===== config.mk =====
export PLATFORM = sky130hd
export DESIGN_NAME = uart_rx_frontend_flat
export DESIGN_NICKNAME = d
export VERILOG_FILES = /design/src/rtl/uart_rx_frontend_if.sv /design/src/rtl/uart_rx_frontend.sv /design/src/flat_wrapper.sv
export SDC_FILE = /design/constraint.sdc
export NUM_CORES = 1
export LEC_CHECK = 0
export CAP_MARGIN = 20
export CORE_MARGIN = 5
export CORE_UTILIZATION = 61
export CTS_BUF_LIST = sky130_fd_sc_hd__clkbuf_16
export CTS_CLUSTER_SIZE = 8
export DETAILED_ROUTE_END_ITERATION = 16
export DONT_BUFFER_PORTS = 1
export PLACE_DENSITY = 0.77
export SLEW_MARGIN = 25
export SYNTH_ARGS = -nofsm -noshare
export SYNTH_HDL_FRONTEND = slang
export SYNTH_SLANG_ARGS = --single-unit

===== constraint.sdc =====
create_clock -name clk -period 2 [get_ports clk]
set_input_delay 0.1 -clock clk [delete_from_list [all_inputs] [get_ports clk]]
set_output_delay 0.1 -clock clk [all_outputs]
set_load 0.02 [all_outputs]

===== src/rtl/uart_rx_frontend_if.sv =====
// Bus-side signals of the UART receive front end.
//   rd       : one-cycle read strobe, consumes the held byte
//   rdata    : held received byte
//   dr       : data ready (level)
//   fe_set   : framing error pulse
//   crce_set : packet CRC mismatch pulse
//   or_set   : overrun pulse
//   nf_set   : noise pulse
// The slave modport is the receiver. The master modport is the status/bus block.
interface uart_rx_frontend_if;
  logic       rd;
  logic [7:0] rdata;
  logic       dr;
  logic       fe_set;
  logic       crce_set;
  logic       or_set;
  logic       nf_set;

  modport slave (
    input  rd,
    output rdata, dr, fe_set, crce_set, or_set, nf_set
  );

  modport master (
    output rd,
    input  rdata, dr, fe_set, crce_set, or_set, nf_set
  );
endinterface


===== src/rtl/uart_rx_frontend.sv =====
// UART 8N1 receive front end.
// Oversamples rxd 16x and takes a 3-sample majority vote at the middle of each bit.
// It holds one received byte and flags framing, overrun and noise errors.
// Optional feature macro: RX_CRC8_EN. When defined, it adds a packet CRC-8 check byte
// after every PKT_LEN data bytes.
// Ports:
//   clk, reset_n : clock and synchronous active-low reset
//   en           : receiver enable; low aborts the frame in progress
//   rxd          : asynchronous serial input, idle high
//   bus          : read strobe, held byte, dr level and error set pulses
module uart_rx_frontend #(
  parameter int unsigned DIVISOR = 16,
  parameter int unsigned PKT_LEN = 4
) (
  input  logic                clk,
  input  logic                reset_n,
  input  logic                en,
  input  logic                rxd,
  uart_rx_frontend_if.slave   bus
);

  localparam int unsigned TICK_W = (DIVISOR > 1) ? $clog2(DIVISOR) : 1;
  localparam logic [TICK_W-1:0] TICK_LAST = TICK_W'(DIVISOR - 1);

  typedef enum logic [1:0] {S_IDLE, S_START, S_DATA, S_STOP} state_t;

  state_t              state_q, state_d;
  logic                rxd_s1_q, rxd_s2_q;
  logic [TICK_W-1:0]   tick_cnt_q;
  logic [3:0]          samp_cnt_q;
  logic [2:0]          bit_idx_q;
  logic [7:0]          shift_q;
  logic [1:0]          trip_q;
  logic                noise_q, stop_q, deliver_q;
  logic [7:0]          rdata_q;
  logic                dr_q, fe_q, or_q, nf_q;

  logic tick_c, at_t9_c, at_t15_c, maj_c, unan_c;
  logic start_det_c, eval_c, take_bit_c, adv_bit_c, finish_c;
  logic deliver_ok_c, data_c, load_c;

  // Sample timing and majority vote. The 7th and 8th samples are in trip_q, and rxd_s2_q is the 9th.
  assign tick_c   = (tick_cnt_q == TICK_LAST);
  assign at_t9_c  = tick_c && (samp_cnt_q == 4'd9);
  assign at_t15_c = tick_c && (samp_cnt_q == 4'd15);
  assign maj_c    = (trip_q[1] & trip_q[0]) | (trip_q[1] & rxd_s2_q) | (trip_q[0] & rxd_s2_q);
  assign unan_c   = (trip_q[1] == trip_q[0]) && (trip_q[0] == rxd_s2_q);

  // State register
  always_ff @(posedge clk) begin
    if (!reset_n) state_q <= S_IDLE;
    else          state_q <= state_d;
  end

  // Next-state logic
  always_comb begin
    state_d = state_q;
    if (!en) begin
      state_d = S_IDLE;
    end else begin
      case (state_q)
        S_IDLE:  if (!rxd_s2_q) state_d = S_START;
        S_START: begin
          if (at_t9_c && maj_c) state_d = S_IDLE;
          else if (at_t15_c)    state_d = S_DATA;
        end
        S_DATA:  if (at_t15_c && (bit_idx_q == 3'd7)) state_d = S_STOP;
        S_STOP:  if (at_t9_c) state_d = S_IDLE;
        default: state_d = S_IDLE;
      endcase
    end
  end

  // FSM control strobes
  always_comb begin
    start_det_c = 1'b0;
    eval_c      = 1'b0;
    take_bit_c  = 1'b0;
    adv_bit_c   = 1'b0;
    finish_c    = 1'b0;
    if (en) begin
      start_det_c = (state_q == S_IDLE) && !rxd_s2_q;
      eval_c      = (state_q != S_IDLE) && at_t9_c;
      take_bit_c  = (state_q == S_DATA) && at_t9_c;
      adv_bit_c   = (state_q == S_DATA) && at_t15_c;
      finish_c    = (state_q == S_STOP) && at_t9_c;
    end
  end

  // Synchronizer, oversample counters and frame shift register
  always_ff @(posedge clk) begin
    if (!reset_n) begin
      rxd_s1_q   <= 1'b1;
      rxd_s2_q   <= 1'b1;
      tick_cnt_q <= '0;
      samp_cnt_q <= '0;
      bit_idx_q  <= '0;
      shift_q    <= '0;
      trip_q     <= '0;
      noise_q    <= 1'b0;
      stop_q     <= 1'b0;
      deliver_q  <= 1'b0;
    end else begin
      rxd_s1_q <= rxd;
      rxd_s2_q <= rxd_s1_q;
      if (start_det_c || (state_q == S_IDLE)) tick_cnt_q <= '0;
      else if (tick_c)                        tick_cnt_q <= '0;
      else                                    tick_cnt_q <= TICK_W'(tick_cnt_q + 1'b1);
      if (start_det_c)                          samp_cnt_q <= '0;
      else if ((state_q != S_IDLE) && tick_c)   samp_cnt_q <= 4'(samp_cnt_q + 4'd1);
      if ((state_q != S_IDLE) && tick_c) trip_q <= {trip_q[0], rxd_s2_q};
      if (start_det_c)    bit_idx_q <= '0;
      else if (adv_bit_c) bit_idx_q <= 3'(bit_idx_q + 3'd1);
      if (take_bit_c) shift_q[bit_idx_q] <= maj_c;
      if (start_det_c)           noise_q <= 1'b0;
      else if (eval_c && !unan_c) noise_q <= 1'b1;
      if (finish_c) stop_q <= maj_c;
      deliver_q <= finish_c;
    end
  end

  assign deliver_ok_c = deliver_q && en;
  // A read in the same cycle as the delivery frees the holding register, so no overrun is flagged.
  assign load_c       = data_c && !(dr_q && !bus.rd);

  // Held byte, dr level and error pulses
  always_ff @(posedge clk) begin
    if (!reset_n) begin
      rdata_q <= '0;
      dr_q    <= 1'b0;
      fe_q    <= 1'b0;
      or_q    <= 1'b0;
      nf_q    <= 1'b0;
    end else begin
      fe_q <= deliver_ok_c && !stop_q;
      nf_q <= deliver_ok_c && noise_q;
      or_q <= data_c && dr_q && !bus.rd;
      if (load_c) begin
        rdata_q <= shift_q;
        dr_q    <= 1'b1;
      end else if (bus.rd && dr_q) begin
        dr_q    <= 1'b0;
      end
    end
  end

`ifdef RX_CRC8_EN
  localparam int unsigned CNT_W = $clog2(PKT_LEN + 1);

  logic [7:0]       crc_q;
  logic [CNT_W-1:0] pkt_cnt_q;
  logic             crce_q;
  logic             check_c;

  // CRC-8, polynomial 0x07, processed MSB first.
  function automatic logic [7:0] crc8_step(input logic [7:0] crc, input logic [7:0] din);
    logic [7:0] c;
    c = crc ^ din;
    for (int i = 0; i < 8; i++) c = c[7] ? ((c << 1) ^ 8'h07) : (c << 1);
    return c;
  endfunction

  // A good frame in the last packet slot is the check byte and never reaches rdata.
  assign check_c = deliver_ok_c && stop_q && (pkt_cnt_q == CNT_W'(PKT_LEN));
  assign data_c  = deliver_ok_c && !check_c;

  // Packet byte counter and running CRC
  always_ff @(posedge clk) begin
    if (!reset_n) begin
      crc_q     <= '0;
      pkt_cnt_q <= '0;
      crce_q    <= 1'b0;
    end else begin
      crce_q <= check_c && (shift_q != crc_q);
      if (!en || (deliver_ok_c && (!stop_q || check_c))) begin
        crc_q     <= '0;
        pkt_cnt_q <= '0;
      end else if (deliver_ok_c) begin
        crc_q     <= crc8_step(crc_q, shift_q);
        pkt_cnt_q <= CNT_W'(pkt_cnt_q + 1'b1);
      end
    end
  end

  assign bus.crce_set = crce_q;
`else
  assign data_c       = deliver_ok_c;
  assign bus.crce_set = 1'b0;

  // Empty marker block that elaborates only when PKT_LEN is out of range.
  if ((PKT_LEN == 0) || (PKT_LEN > 255)) begin : g_pkt_len_out_of_range
  end
`endif

  assign bus.rdata  = rdata_q;
  assign bus.dr     = dr_q;
  assign bus.fe_set = fe_q;
  assign bus.or_set = or_q;
  assign bus.nf_set = nf_q;

endmodule


===== src/flat_wrapper.sv =====
// flat-port wrapper written by rule: the top's interface ports become plain ports
module uart_rx_frontend_flat 
#(
  parameter int unsigned DIVISOR = 16,
  parameter int unsigned PKT_LEN = 4
)
  (clk, reset_n, en, rxd, bus_rd, bus_rdata, bus_dr, bus_fe_set, bus_crce_set, bus_or_set, bus_nf_set);
  uart_rx_frontend_if bus_i ();
  input  logic clk;
  input  logic reset_n;
  input  logic en;
  input  logic rxd;
  input wire logic [$bits(bus_i.rd)-1:0] bus_rd;
  output wire logic [$bits(bus_i.rdata)-1:0] bus_rdata;
  output wire logic [$bits(bus_i.dr)-1:0] bus_dr;
  output wire logic [$bits(bus_i.fe_set)-1:0] bus_fe_set;
  output wire logic [$bits(bus_i.crce_set)-1:0] bus_crce_set;
  output wire logic [$bits(bus_i.or_set)-1:0] bus_or_set;
  output wire logic [$bits(bus_i.nf_set)-1:0] bus_nf_set;
  assign bus_i.rd = bus_rd;
  assign bus_rdata = bus_i.rdata;
  assign bus_dr = bus_i.dr;
  assign bus_fe_set = bus_i.fe_set;
  assign bus_crce_set = bus_i.crce_set;
  assign bus_or_set = bus_i.or_set;
  assign bus_nf_set = bus_i.nf_set;
  uart_rx_frontend #(.DIVISOR(DIVISOR), .PKT_LEN(PKT_LEN)) u_core (.clk(clk), .reset_n(reset_n), .en(en), .rxd(rxd), .bus(bus_i));
endmodule

== Word-level counts from Yosys, hierarchy flattened ==
Cells that the tools add are included.
Operators by class
  divide/modulo/power cells: 0
  multiplexer cells: 16
  add/sub/neg operators: 3
  shift operators: 0
  reduce and logical (&&, ||, !) cells: 34
  equal/unequal tests: 13
  bitwise operators: 6
  $lt $le $gt $ge: 2
  multipliers: 0
Operators with widths (count)
  1-bit logical AND: 21
  4-bit equality test (second input constant): 3
  2-bit 2-to-1 mux: 5
  4-bit by 1-bit adder with 4-bit output (second input constant): 2
  8-bit bitwise mux: 1
  1-bit 2-to-1 mux: 8
  2-bit one-hot mux with 4 select lines: 1
  1-bit zero test: 5
  2-bit equality test (second input constant): 2
  3-bit by 4-bit less-than comparator with 1-bit output (second input constant): 1
  2-bit by 1-bit inequality test with 1-bit output (second input constant): 2
  4-bit AND reduction: 1
  2-bit nonzero test: 2
  3-bit by 1-bit adder with 3-bit output (second input constant): 1
  1-bit AND: 3
  1-bit demux with 3-bit select: 1
  3-bit equality test (second input constant): 1
  3-bit by 1-bit greater-or-equal comparator with 1-bit output (second input constant): 1
  3-bit by 1-bit inequality test with 1-bit output (second input constant): 1
  3-bit OR reduction: 1
  1-bit equality test: 2
  2-bit by 1-bit equality test with 1-bit output (second input constant): 1
  2-bit zero test: 1
  2-bit inequality test (second input constant): 1
  5 further kinds: 6
Word-level totals
  memory bits (writable): 0
  bits of input ports: 5
  memories: 0
  ROM bits: 0
  bits in latches: 0
  register bits: 40

== Depth between registers and ports, before layout ==
  depth in word-level cells: 6
  mapped depth: 5
  depth with buffers taken out: 5

== Worst setup path after synthesis ==
OpenSTA, ideal clock, no wires.
  path type: register -> register
  start: register u_core.tick_cnt_q[0]
  end: register u_core.shift_q[2]
  path buffers: 0
  setup time: 0.128 ns
  data arrival time: 1.413 ns
  cell stages (with the launch flop): 5
  path slack: 0.460 ns
  cell sequence: dfxtp_1 ha_1 nand4_4 or4_4 mux2i_1
On the way
  longest elaborated chain between the ends: 4
Ends and longest elaborated chain
  start, declared: RTL line uart_rx_frontend.sv:29  | logic [TICK_W-1:0] tick_cnt_q;
  start signal, assigned: RTL line uart_rx_frontend.sv:108  | else tick_cnt_q <= TICK_W'(tick_cnt_q + 1'b1);
  4-bit equality test: RTL line uart_rx_frontend.sv:43  | assign tick_c = (tick_cnt_q == TICK_LAST);
  1-bit logical AND: RTL line uart_rx_frontend.sv:44  | assign at_t9_c = tick_c && (samp_cnt_q == 4'd9);
  1-bit logical AND: RTL line uart_rx_frontend.sv:84  | take_bit_c = (state_q == S_DATA) && at_t9_c;
  1-bit 2-to-1 mux: RTL line uart_rx_frontend.sv:81  | if (en) begin
  end signal, assigned by index: RTL line uart_rx_frontend.sv:114  | if (take_bit_c) shift_q[bit_idx_q] <= maj_c;
  end, declared: RTL line uart_rx_frontend.sv:32  | logic [7:0] shift_q;
Every way passes these cells.
A chain may end at the register's enable or synchronous reset.

== Worst setup path in the final report ==
  start: register u_core.tick_cnt_q[0]
  end: register u_core.bit_idx_q[1]
On the way
  longest elaborated chain between the ends: 4
Ends and longest elaborated chain
  4-bit equality test: RTL line uart_rx_frontend.sv:43
  1-bit logical AND: RTL line uart_rx_frontend.sv:45  | assign at_t15_c = tick_c && (samp_cnt_q == 4'd15);
  1-bit logical AND: RTL line uart_rx_frontend.sv:85  | adv_bit_c = (state_q == S_DATA) && at_t15_c;
  1-bit 2-to-1 mux: RTL line uart_rx_frontend.sv:81
  end signal, assigned: RTL line uart_rx_frontend.sv:113  | else if (adv_bit_c) bit_idx_q <= 3'(bit_idx_q + 3'd1);
  end, declared: RTL line uart_rx_frontend.sv:31  | logic [2:0] bit_idx_q;
Every way passes these cells.

==> flow_summary.json <==
{
  "outcome": "finished, final reports clean",
  "r2r_slack_ns": 0.19,
  "grt_pass1_wl_um": 5782,
  "yosysMostFrequentCell": "dfxtp_1",
  "placed_area_um2": 1772,
  "vdd_drop_max_mv": 0.7672,
  "grtUsageMet2_pct": 30.78,
  "finClkSkew_ns": 0.005688,
  "path_clk_slew_ns": 0.05,
  "grt_pass1_vias": 1318,
  "stdcell_area_um2": 1966,
  "p_sw_share_pct": 17.84,
  "busiest_layer": "met2",
  "setup_viol": 0,
  "io_buffers": 0,
  "slew-limit-headroom_pct": 58.69,
  "clk_latency_ns": 0.28,
  "holdWs_ns": 0.01071,
  "cp-end-kind": "flip-flop",
  "nets": 198,
  "antenna_left": 0,
  "startpoint_type": "flip-flop",
  "critical_path_peak_fanout": 17,
  "synth_warnings": 0,
  "drive_gt1_share_pct": 5.348,
  "ys_seq_area_share_pct": 44.72,
  "rr_worst_depth": 4,
  "fin_ws_ns": 0.1893,
  "p_switching_uw": 302.4,
  "total_leakage_power_uw": 0.0006938,
  "grt_util_met3_pct": 7.005,
  "grt_overflow": 0,
  "clock_path_buffers": 2,
  "dieArea_um2": 4118,
  "ys_top_cells_by_area": "dfxtp_1, ha_1, nand3_1",
  "rsz0062_at_grt": "false",
  "gp_congestion": 0.7695,
  "finalHoldViolCount": 0,
  "post-place-ws_ns": 0.2082,
  "num_io_pins": 18,
  "grt_max_degree": 21,
  "period_minus_slack_ns": 1.811,
  "async_flop_share_pct": 0,
  "comb_power_share_pct": 1.5,
  "tightest_slew_ns": 0.6176,
  "fmax_ghz": 0.5523,
  "gr-usage-all-layers_pct": 17.60,
  "htreeDepth": 2,
  "rows": 19,
  "final.fill_count": 205,
  "synth_seq_cells": 40,
  "initial_utilization_pct": 64.37,
  "vias_per_cell": 6.225,
  "clock_sinks": 40,
  "dr.pass1.iters": 4,
  "synthTopCellsByCount": "dfxtp_1, nand3_1, nand2_1",
  "cts_tree": "built",
  "cts_buffers": 5,
  "critPathArrivalTime_ns": 2.01,
  "dp_cells": 207,
  "intPower_uw": 1392,
  "hp-class": "input pin to flip-flop",
  "cp_data_required_time_ns": 2.20,
  "startpoint": "u_core.tick_cnt_q[0]$_SDFF_PP0_",
  "final_cells": 218,
  "regToRegEndpoint": "u_core.bit_idx_q[1]$_SDFFE_PP0P_",
  "syn_nets": 201,
  "endpoint": "u_core.bit_idx_q[1]$_SDFFE_PP0P_",
  "r2r-start": "u_core.tick_cnt_q[0]$_SDFF_PP0_",
  "syn2layout_area_growth_pct": 9.784,
  "antenna_found_initial": 0,
  "grtUsageMet1_pct": 18.66,
  "dpl.hpwl_um": 2333,
  "pwr-share-clk_pct": 51.1,
  "synth_edf_count": 0,
  "wl_per_cell_um": 15.42,
  "yosysUniqueCellTypes": 46,
  "drc": 0,
  "crit_type": "flip-flop to flip-flop",
  "die_w_um": 64.18,
  "synth_top_area_share_pct": 44.72,
  "powerDensity_nw_per_um2": 862.1,
  "seq_power_share_pct": 47.4,
  "synth_top_cell_by_area": "dfxtp_1",
  "tns_ns": 0,
  "dieHeight_um": 64.18,
  "synthCells": 189,
  "slew_viol_final": 0,
  "cts_resized": 0,
  "netlist_area_um2": 1790,
  "postSynthAreaPerCell_um2": 9.473,
  "cts_root_buffer": "clkbuf_16",
  "drt_wl_total_um": 3362,
  "core_um2": 2781,
  "drtIter0Drc": 82,
  "antenna_cells": 0,
  "cap_violations": 0,
  "fin_crit_sh_pct": 90.53,
  "vias": 1357,
  "synth_flop_cell": "dfxtp_1"
}
-- cells by family after synthesis --
| group | synth area share, % |
|---|---|
| compound gates | 18.38 |
| xor+xnor | 1.468 |
| fa+ha+maj | 4.891 |
| buf+inv | 4.053 |
| flops | 44.72 |
| mux | 4.473 |
| other cells | 0.2094 |
| simple gates | 21.80 |
-- power by group through the flow --
stage	Clock, uW	Sequential [uW]	Combinational [uW]
after floorplan	0	818	26.1
after global placement	0	820	14.8
after detailed placement	0	820	15.5
after CTS	886	803	25.2
after global routing	930	803	27.7
final	866	803	25.1
-- critical path, cell delays in order (launching register included) --
cell and delay [ns]:
dfxtp_1 0.35, ha_1 0.31, nand4_4 0.26, nor3_1 0.55, mux2i_1 0.26
-- worst min path at each step --
stage | start | endpoint | slack [ns] | cells after the start
floorplan | rxd | u_core.rxd_s1_q$_SDFF_PN1_ | 0.20 | 1
global placement | reset_n | u_core.rxd_s2_q$_SDFF_PN1_ | 0.18 | 1
detailed placement | reset_n | u_core.rxd_s1_q$_SDFF_PN1_ | 0.18 | 1
CTS | reset_n | u_core.bit_idx_q[0]$_SDFFE_PP0P_ | 0.002 | 2
global route | reset_n | u_core.bit_idx_q[2]$_SDFFE_PP0P_ | 0.01 | 2
finish | reset_n | u_core.bit_idx_q[0]$_SDFFE_PP0P_ | 0.01 | 2
-- per-stage QoR --
step                util [%]  total power, uW
floorplan                  -            844.5
global placement       63.70            834.7
detailed placement     63.70            835.9
CTS                    70.67             1714
global route           70.67             1761
finish                 70.67             1695
-- cells in the final DEF (no fill, tap or decap), types with 2 or more instances in the layout --
master         netlist  final
nor4_1               3      3
dlygate4sd3_1        0      3
nand3_1             17     17
clkbuf_16            0      5
nand4bb_1            2      2
nor2_1               9      9
o21ai_0             10     10
ha_1                 7      7
nand2b_1             3      3
and2_1               2      2
nor3_1               2      2
o311ai_0             4      4
a21boi_0            11     11
xnor2_1              2      2
nand3b_1             3      3
or3_1                2      2
dfxtp_1             40     40
inv_1                4      5
mux2i_1              8      8
nand4b_1             2      2
o2111a_1             2      2
or4b_1               2      2
a21oi_1              3      3
o41ai_1              4      4
a211oi_1             2      2
nand2_1             15     15
-- repair_timing --
item	CTS	global route
setup buffers	0	0
endpoints found under the hold margin	20	0
hold buffers	3	0
-- registers in the layout (all words and copies together) (netlist names), 2 cells and up, named ones only --
| signal | flops |
|---|---|
| u_core.samp_cnt_q | 4 |
| u_core.trip_q | 2 |
| u_core.bus.rdata | 8 |
| u_core.shift_q | 8 |
| u_core.bit_idx_q | 3 |
| u_core.tick_cnt_q | 4 |
-- per-layer routing --
layer / up-vias / routed length [um] / share of wire, %
met4: 0 / 56 / 1.7
met1: 621 / 1352 / 40
li1: 694 / - / -
met2: 35 / 1777 / 53
met5: - / 0 / 0
met3: 7 / 175 / 5.2
-- area by class of cell --
cell class                 count  area (um2)  share of cell area (%)
timing repair buffer           3       30.03                   1.528
sequential                    40       800.8                   40.74
inverter                       4       15.01                  0.7638
tap                           31       38.79                   1.973
clock inverter                 3       38.79                   1.973
clock buffer                   5       125.1                   6.365
multi-input combinational    132       917.1                   46.66
(Power assumes the default switching activity.)
